### src/rtl/seq_det_pkg.sv
// ----------------------------------------------------------------------------
// seq_det_pkg
// Shared constants for the detection-count display path:
//   - NUM_DIGITS / IDX_W : display width and digit-index width
//   - SEG_0..SEG_9, SEG_BLANK : active-low {g,f,e,d,c,b,a} patterns
//   - AN_RESET : anode pattern selecting digit 0 (active low)
//   - bcd_t : one BCD digit
//   - an_from_index() : active-low one-hot anode pattern for a digit index
// ----------------------------------------------------------------------------
package seq_det_pkg;

    localparam int NUM_DIGITS = 4;
    localparam int IDX_W      = $clog2(NUM_DIGITS);

    localparam logic [6:0] SEG_0     = 7'b1000000;
    localparam logic [6:0] SEG_1     = 7'b1111001;
    localparam logic [6:0] SEG_2     = 7'b0100100;
    localparam logic [6:0] SEG_3     = 7'b0110000;
    localparam logic [6:0] SEG_4     = 7'b0011001;
    localparam logic [6:0] SEG_5     = 7'b0010010;
    localparam logic [6:0] SEG_6     = 7'b0000010;
    localparam logic [6:0] SEG_7     = 7'b1111000;
    localparam logic [6:0] SEG_8     = 7'b0000000;
    localparam logic [6:0] SEG_9     = 7'b0010000;
    localparam logic [6:0] SEG_BLANK = 7'b1111111;

    localparam logic [NUM_DIGITS-1:0] AN_RESET = 4'b1110;

    typedef logic [3:0] bcd_t;

    function automatic logic [NUM_DIGITS-1:0] an_from_index(input logic [IDX_W-1:0] idx);
        return ~(NUM_DIGITS'(1) << idx);
    endfunction

endpackage

### src/rtl/seg7_decode.sv
// ----------------------------------------------------------------------------
// seg7_decode
// Combinational BCD to seven-segment decoder, active-low outputs.
// Ports:
//   i_bcd   [3:0] : BCD digit; codes 10-15 decode to blank
//   i_blank       : force blank (leading-zero suppression)
//   o_seg   [6:0] : segments {g,f,e,d,c,b,a}, active low
// ----------------------------------------------------------------------------
module seg7_decode
    import seq_det_pkg::*;
(
    input  bcd_t       i_bcd,
    input  logic       i_blank,
    output logic [6:0] o_seg
);

    always_comb begin
        o_seg = SEG_BLANK;
        if (!i_blank) begin
            case (i_bcd)
                4'd0:    o_seg = SEG_0;
                4'd1:    o_seg = SEG_1;
                4'd2:    o_seg = SEG_2;
                4'd3:    o_seg = SEG_3;
                4'd4:    o_seg = SEG_4;
                4'd5:    o_seg = SEG_5;
                4'd6:    o_seg = SEG_6;
                4'd7:    o_seg = SEG_7;
                4'd8:    o_seg = SEG_8;
                4'd9:    o_seg = SEG_9;
                default: o_seg = SEG_BLANK;
            endcase
        end
    end

endmodule

### src/rtl/det_count_display.sv
// ----------------------------------------------------------------------------
// det_count_display
// Counts detector events on a 4-digit BCD counter and drives a multiplexed
// 4-digit seven-segment display with leading-zero blanking and a sticky
// overflow flag shown on the digit-3 decimal point.
// Parameters:
//   REFRESH_DIV : CLK cycles each digit is displayed (2 .. 2^20)
// Ports:
//   CLK       : board clock
//   RST_N     : asynchronous active-low reset
//   detected  : detector output, asynchronous to CLK
//   CLR       : synchronous clear of count and OVF (active high)
//   SEG [6:0] : segments {g,f,e,d,c,b,a}, active low
//   DP        : decimal point, active low (lit on digit 3 while OVF)
//   AN  [3:0] : digit anodes, active-low one-hot, AN[0] = least significant
//   OVF       : sticky overflow flag
// ----------------------------------------------------------------------------
module det_count_display
    import seq_det_pkg::*;
#(
    parameter int REFRESH_DIV = 100000
)
(
    input  logic                  CLK,
    input  logic                  RST_N,
    input  logic                  detected,
    input  logic                  CLR,
    output logic [6:0]            SEG,
    output logic                  DP,
    output logic [NUM_DIGITS-1:0] AN,
    output logic                  OVF
);

    localparam int                CNT_W        = $clog2(REFRESH_DIV);
    localparam logic [CNT_W-1:0]  REFRESH_TERM = CNT_W'(REFRESH_DIV - 1);

    // ------------------------------------------------------------------
    // Synchroniser (s1, s2) plus history flop (s3) for rising-edge detect
    // ------------------------------------------------------------------
    logic r_s1, r_s2, r_s3;
    logic w_inc;

    always_ff @(posedge CLK or negedge RST_N) begin
        if (!RST_N) begin
            r_s1 <= 1'b0;
            r_s2 <= 1'b0;
            r_s3 <= 1'b0;
        end else begin
            r_s1 <= detected;
            r_s2 <= r_s1;
            r_s3 <= r_s2;
        end
    end

    assign w_inc = r_s2 & ~r_s3;

    // ------------------------------------------------------------------
    // BCD counter. Carry into digit i is inc AND all lower digits at 9,
    // written flat rather than as a chain so there is no combinational
    // loop through a single vector.
    // ------------------------------------------------------------------
    bcd_t [NUM_DIGITS-1:0] r_digits;
    bcd_t [NUM_DIGITS-1:0] w_digits_next;
    logic [NUM_DIGITS-1:0] w_nine;
    logic [NUM_DIGITS:0]   w_carry;
    logic [NUM_DIGITS-1:1] w_zero_next;
    logic [NUM_DIGITS-1:0] w_blank_next;
    logic                  r_ovf;
    logic                  w_ovf_next;

    assign w_carry[0] = w_inc;

    genvar gi;
    generate
        for (gi = 0; gi < NUM_DIGITS; gi++) begin : g_digit
            assign w_nine[gi]        = (r_digits[gi] == 4'd9);
            assign w_carry[gi+1]     = w_inc & (&w_nine[gi:0]);
            assign w_digits_next[gi] = CLR          ? 4'd0 :
                                       !w_carry[gi] ? r_digits[gi] :
                                       w_nine[gi]   ? 4'd0 :
                                                      r_digits[gi] + 4'd1;

            // A digit is blank when it and every higher digit are zero;
            // the units digit always shows.
            if (gi == 0) begin : g_units
                assign w_blank_next[gi] = 1'b0;
            end else begin : g_upper
                assign w_zero_next[gi]  = (w_digits_next[gi] == 4'd0);
                assign w_blank_next[gi] = &w_zero_next[NUM_DIGITS-1:gi];
            end
        end
    endgenerate

    // CLR wins over both a pending inc and a wrap on the same edge.
    assign w_ovf_next = CLR ? 1'b0 : (r_ovf | w_carry[NUM_DIGITS]);

    always_ff @(posedge CLK or negedge RST_N) begin
        if (!RST_N) begin
            r_digits <= '0;
            r_ovf    <= 1'b0;
        end else begin
            r_digits <= w_digits_next;
            r_ovf    <= w_ovf_next;
        end
    end

    // ------------------------------------------------------------------
    // Scan: refresh prescaler and digit index, independent of CLR/inc
    // ------------------------------------------------------------------
    logic [CNT_W-1:0] r_refresh;
    logic [IDX_W-1:0] r_index;
    logic [IDX_W-1:0] w_index_next;
    logic             w_term;

    assign w_term       = (r_refresh == REFRESH_TERM);
    assign w_index_next = w_term ? r_index + IDX_W'(1) : r_index;

    always_ff @(posedge CLK or negedge RST_N) begin
        if (!RST_N) begin
            r_refresh <= '0;
            r_index   <= '0;
        end else begin
            r_refresh <= w_term ? '0 : r_refresh + CNT_W'(1);
            r_index   <= w_index_next;
        end
    end

    // ------------------------------------------------------------------
    // Display outputs. Segment data is decoded from the next-state count
    // and next index so SEG, AN and DP all load on the same edge and always
    // agree with the count/OVF registers.
    // ------------------------------------------------------------------
    bcd_t       w_sel_bcd;
    logic       w_sel_blank;
    logic [6:0] w_seg_next;

    assign w_sel_bcd   = w_digits_next[w_index_next];
    assign w_sel_blank = w_blank_next[w_index_next];

    seg7_decode u_seg7_decode (
        .i_bcd   (w_sel_bcd),
        .i_blank (w_sel_blank),
        .o_seg   (w_seg_next)
    );

    logic [6:0]            r_seg;
    logic [NUM_DIGITS-1:0] r_an;
    logic                  r_dp;

    always_ff @(posedge CLK or negedge RST_N) begin
        if (!RST_N) begin
            r_seg <= SEG_0;
            r_an  <= AN_RESET;
            r_dp  <= 1'b1;
        end else begin
            r_seg <= w_seg_next;
            r_an  <= an_from_index(w_index_next);
            r_dp  <= ~((w_index_next == IDX_W'(NUM_DIGITS - 1)) & w_ovf_next);
        end
    end

    assign SEG = r_seg;
    assign AN  = r_an;
    assign DP  = r_dp;
    assign OVF = r_ovf;

endmodule

### config.mk
export PLATFORM = sky130hd
export DESIGN_NAME = det_count_display
export DESIGN_NICKNAME = d
export VERILOG_FILES = /design/src/rtl/seq_det_pkg.sv /design/src/rtl/seg7_decode.sv /design/src/rtl/det_count_display.sv
export SDC_FILE = /design/constraint.sdc
export NUM_CORES = 1
export LEC_CHECK = 0
export ABC_AREA = 0
export CORE_ASPECT_RATIO = 0.75
export CORE_UTILIZATION = 55
export CTS_CLUSTER_DIAMETER = 30
export DETAILED_ROUTE_END_ITERATION = 12
export PLACE_DENSITY = 0.73
export SYNTH_ARGS = -nofsm -noshare
export SYNTH_HDL_FRONTEND = slang
export SYNTH_SLANG_ARGS = --single-unit
### constraint.sdc
create_clock -name CLK -period 3.9 [get_ports CLK]
set_input_delay 0.585 -clock CLK [delete_from_list [all_inputs] [get_ports CLK]]
set_output_delay 0.585 -clock CLK [all_outputs]
set_load 0.1 [all_outputs]
==> flow_summary.toml <==
[sta]
grt_setup_unrepaired = "no"
setup_tns_ns = 0
clock_skew_ns = 0.00986
finalSetupViolCount = 0
fin_crit_ns = 3.21
fmax_mhz = 312
hold_viol = 0
fin_crit_sh_pct = 82.3
worst_pin_slew_ns = 0.978
slew_headroom_pct = 34.6
slew_viol_final = 0

[min_path]
min_path_type = "reg2reg"

[layout]
area_delta_synth_final_pct = 11.8
diodes = 0
final_cells = 381
nets = 326
drive_above_1_share_pct = 10.7

[floorplan]
core-area_um2 = 5060
die_y_um = 65.9
dieArea_um2 = 5740
rows = 22
die_w_um = 87.1
io_pins = 17
initial_core_util_pct = 59.0

[clock_network]
htreeDepth = 2
cts_sinks = 51
cts_root_buf = "clkbuf_8"
cts_hold_buf = 0
cts-resized-gates = 0
clkSlewWorstSetupHoldPaths_ns = 0.09
cts_setup_buffers = 0
cts_buffers = 5
clock_latency_ns = 0.30
clk_path_buf_depth = 2
cts_tree = "built"

[synthesis]
async_reset_ff_share_pct = 100
synth-edff-count = 0
synth_ff_type = "dfrtp_1"
syn_area_um2 = 2990
synth_fp_nets = 310
yosysSeqAreaShare_pct = 42.9
yosysWarnings = 0
syn_area_per_cell_um2 = 10.2
syn-instance-count = 292
yosys_register_bits = 51
yosysUniqueCellTypes = 63

[pwr]
p_int_mw = 0.813
ir_drop_v = 0.000314
switching_share_pct = 22.8
clkPwrFrac_pct = 40.6
pwr-share-seq_pct = 51.2
power_density_nw_per_um2 = 315
p_leak_nw = 1.46
power.share.combinational_pct = 8.2
p_switching_mw = 0.240

[status]
status = "completed"

[worst_setup_path]
arrival_ns = 3.36
end_kind = "register"
cp.required_ns = 4.06
cp_max_fo = 15
critPathMaxStageDelay_ns = 0.59
slowest_stage = "and4_1"
crit_type = "reg2reg"
r2r_slack_ns = 0.69
critPathLaunchType = "register"
cp_cell_sequence = "ha_1 > and4_1 > and4_1 > nand2_1 > o221a_2 > o21ai_2 > inv_1 > ha_1 > mux2i_1 > o211ai_1"

[placement]
gp_congestion = 0.824
dp_cells = 373
portBuffers = 16
dp_hpwl_um = 4610

[route]
drt_first_pass_iters = 4
detail-route-antenna-nets = 0
drt-total-wl_um = 6430
drc = 0
drt-wirelength-per-cell_um = 16.9
drt_iter0_drc = 210
avgViaCountPerCell = 6.05
vias = 2305

[global_routing]
grt_pass1_wl_um = 10800
grt.overflow.total = 0
grt_max_degree = 44
grt_use_total_pct = 24.8
antenna_found_initial = 0
first_global_vias = 2211

[flow_run]
max_cap_violations = 0
cell families (layout without fill, tap and decap cells):
| family | after synthesis | in the layout | share of synthesized area, % |
|---|---|---|---|
| AOI/OAI and AO/OA | 55 | 55 | 15.2 |
| and+or+nand+nor | 116 | 116 | 23.3 |
| buffers and inverters | 28 | 45 | 4.02 |
| DFF | 51 | 51 | 42.9 |
| xor gates and xnor gates | 18 | 18 | 5.27 |
| adders and majority gates | 14 | 14 | 5.86 |
| muxes | 10 | 10 | 3.43 |
critical path, delay by kind of cell (launching register included):
family                     cells  cell delay [ns]
AOI/OAI and AO/OA              3             0.71
and+or+nand+nor                3             1.24
muxes                          1             0.13
buffers and inverters          1             0.14
adders and majority gates      2             0.44
DFF                            1             0.40
per-layer routing:
metal	GRT usage, %	share of wire, %	vias up
li1	-	-	1107
met1	38.8	52	1117
met2	35.6	41	75
met3	4.62	5.8	6
met4	5.12	0.62	0
met5	0	0	-
sequential cells by signal, indices dropped and copies added, names as in the netlist:
signal,cells
r_refresh,17
AN,4
r_s1,1
DP,1
r_s3,1
SEG,7
r_s2,1
r_index,2
r_digits,16
OVF,1
cells in the final DEF, fill, tap and decap left out, types with 5 or more instances in the layout:
cell	netlist	layout
and4_1	5	5
a21oi_1	10	10
dfstp_2	5	5
dfrtp_1	46	46
mux2i_1	8	8
nor2_1	21	21
inv_1	18	18
o211ai_1	7	7
nor3_1	9	9
nand2_1	21	21
nand4_1	6	6
xnor2_1	9	9
clkbuf_8	0	5
nand3_1	13	13
nor2b_1	5	5
xor2_1	9	9
ha_1	14	14
clkdlybuf4s50_1	0	15
area by class of cell:
cell class,instances,area (µm²)
clock buffers,5,68.8
multi-input cells,213,1590
clock inverters,3,67.6
fillers,428,1720
flip-flops and latches,51,1280
inverters,18,67.6
repair buffers,19,178
well taps,72,90.1
per-stage QoR:
stage          cell area (µm²)  power, mW  hold WS, ns  util, %  setup WS [ns]
6_report                  3340       1.05        0.359     66.0          0.692
5_1_grt                   3340       1.09        0.379     66.0          0.347
4_1_cts                   3340       1.06        0.358     66.0          0.677
3_5_place_dp              3210      0.636        0.336     63.3          0.650
3_3_place_gp              3210      0.634        0.345     63.3          0.731
2_1_floorplan             2990      0.606        0.289        -           1.17
path summary, 6_finish.rpt:
kind                                   startpoint                     end  cells after the start
hold reg to reg                    r_s1$_DFF_PN0_          r_s2$_DFF_PN0_                      0
setup reg to reg           r_refresh[0]$_DFF_PN0_        SEG[5]$_DFF_PN0_                     10
setup / recovery           r_refresh[0]$_DFF_PN0_        SEG[5]$_DFF_PN0_                     10
min in group asynchronous                   RST_N  r_refresh[8]$_DFF_PN0_                      1
hold / removal                     r_s1$_DFF_PN0_          r_s2$_DFF_PN0_                      0
max in group asynchronous                   RST_N  r_digits[10]$_DFF_PN0_                      2
cells in the mapped netlist (5+ instances only):
cell      number  share of area, %
nor2_1        21               2.6
nand3_1       13               2.2
dfstp_2        5               4.4
a21oi_1       10               1.7
xor2_1         9               2.6
and4_1         5               1.5
nand2_1       21               2.6
xnor2_1        9               2.6
nor3_1         9               1.5
inv_1         18               2.3
nor2b_1        5               1.0
mux2i_1        8               2.7
nand4_1        6               1.3
o211ai_1       7               1.8
ha_1          14               5.9
dfrtp_1       46                38
power by group through the flow:
stage | Clock (mW) | Combinational (mW) | Sequential, mW
after floorplan | 0 | 0.0248 | 0.581
after global placement | 0 | 0.0849 | 0.550
after detailed placement | 0 | 0.0863 | 0.550
after CTS | 0.437 | 0.0870 | 0.539
after global routing | 0.454 | 0.0941 | 0.540
final | 0.428 | 0.0861 | 0.539
(Power assumes the default switching activity.)
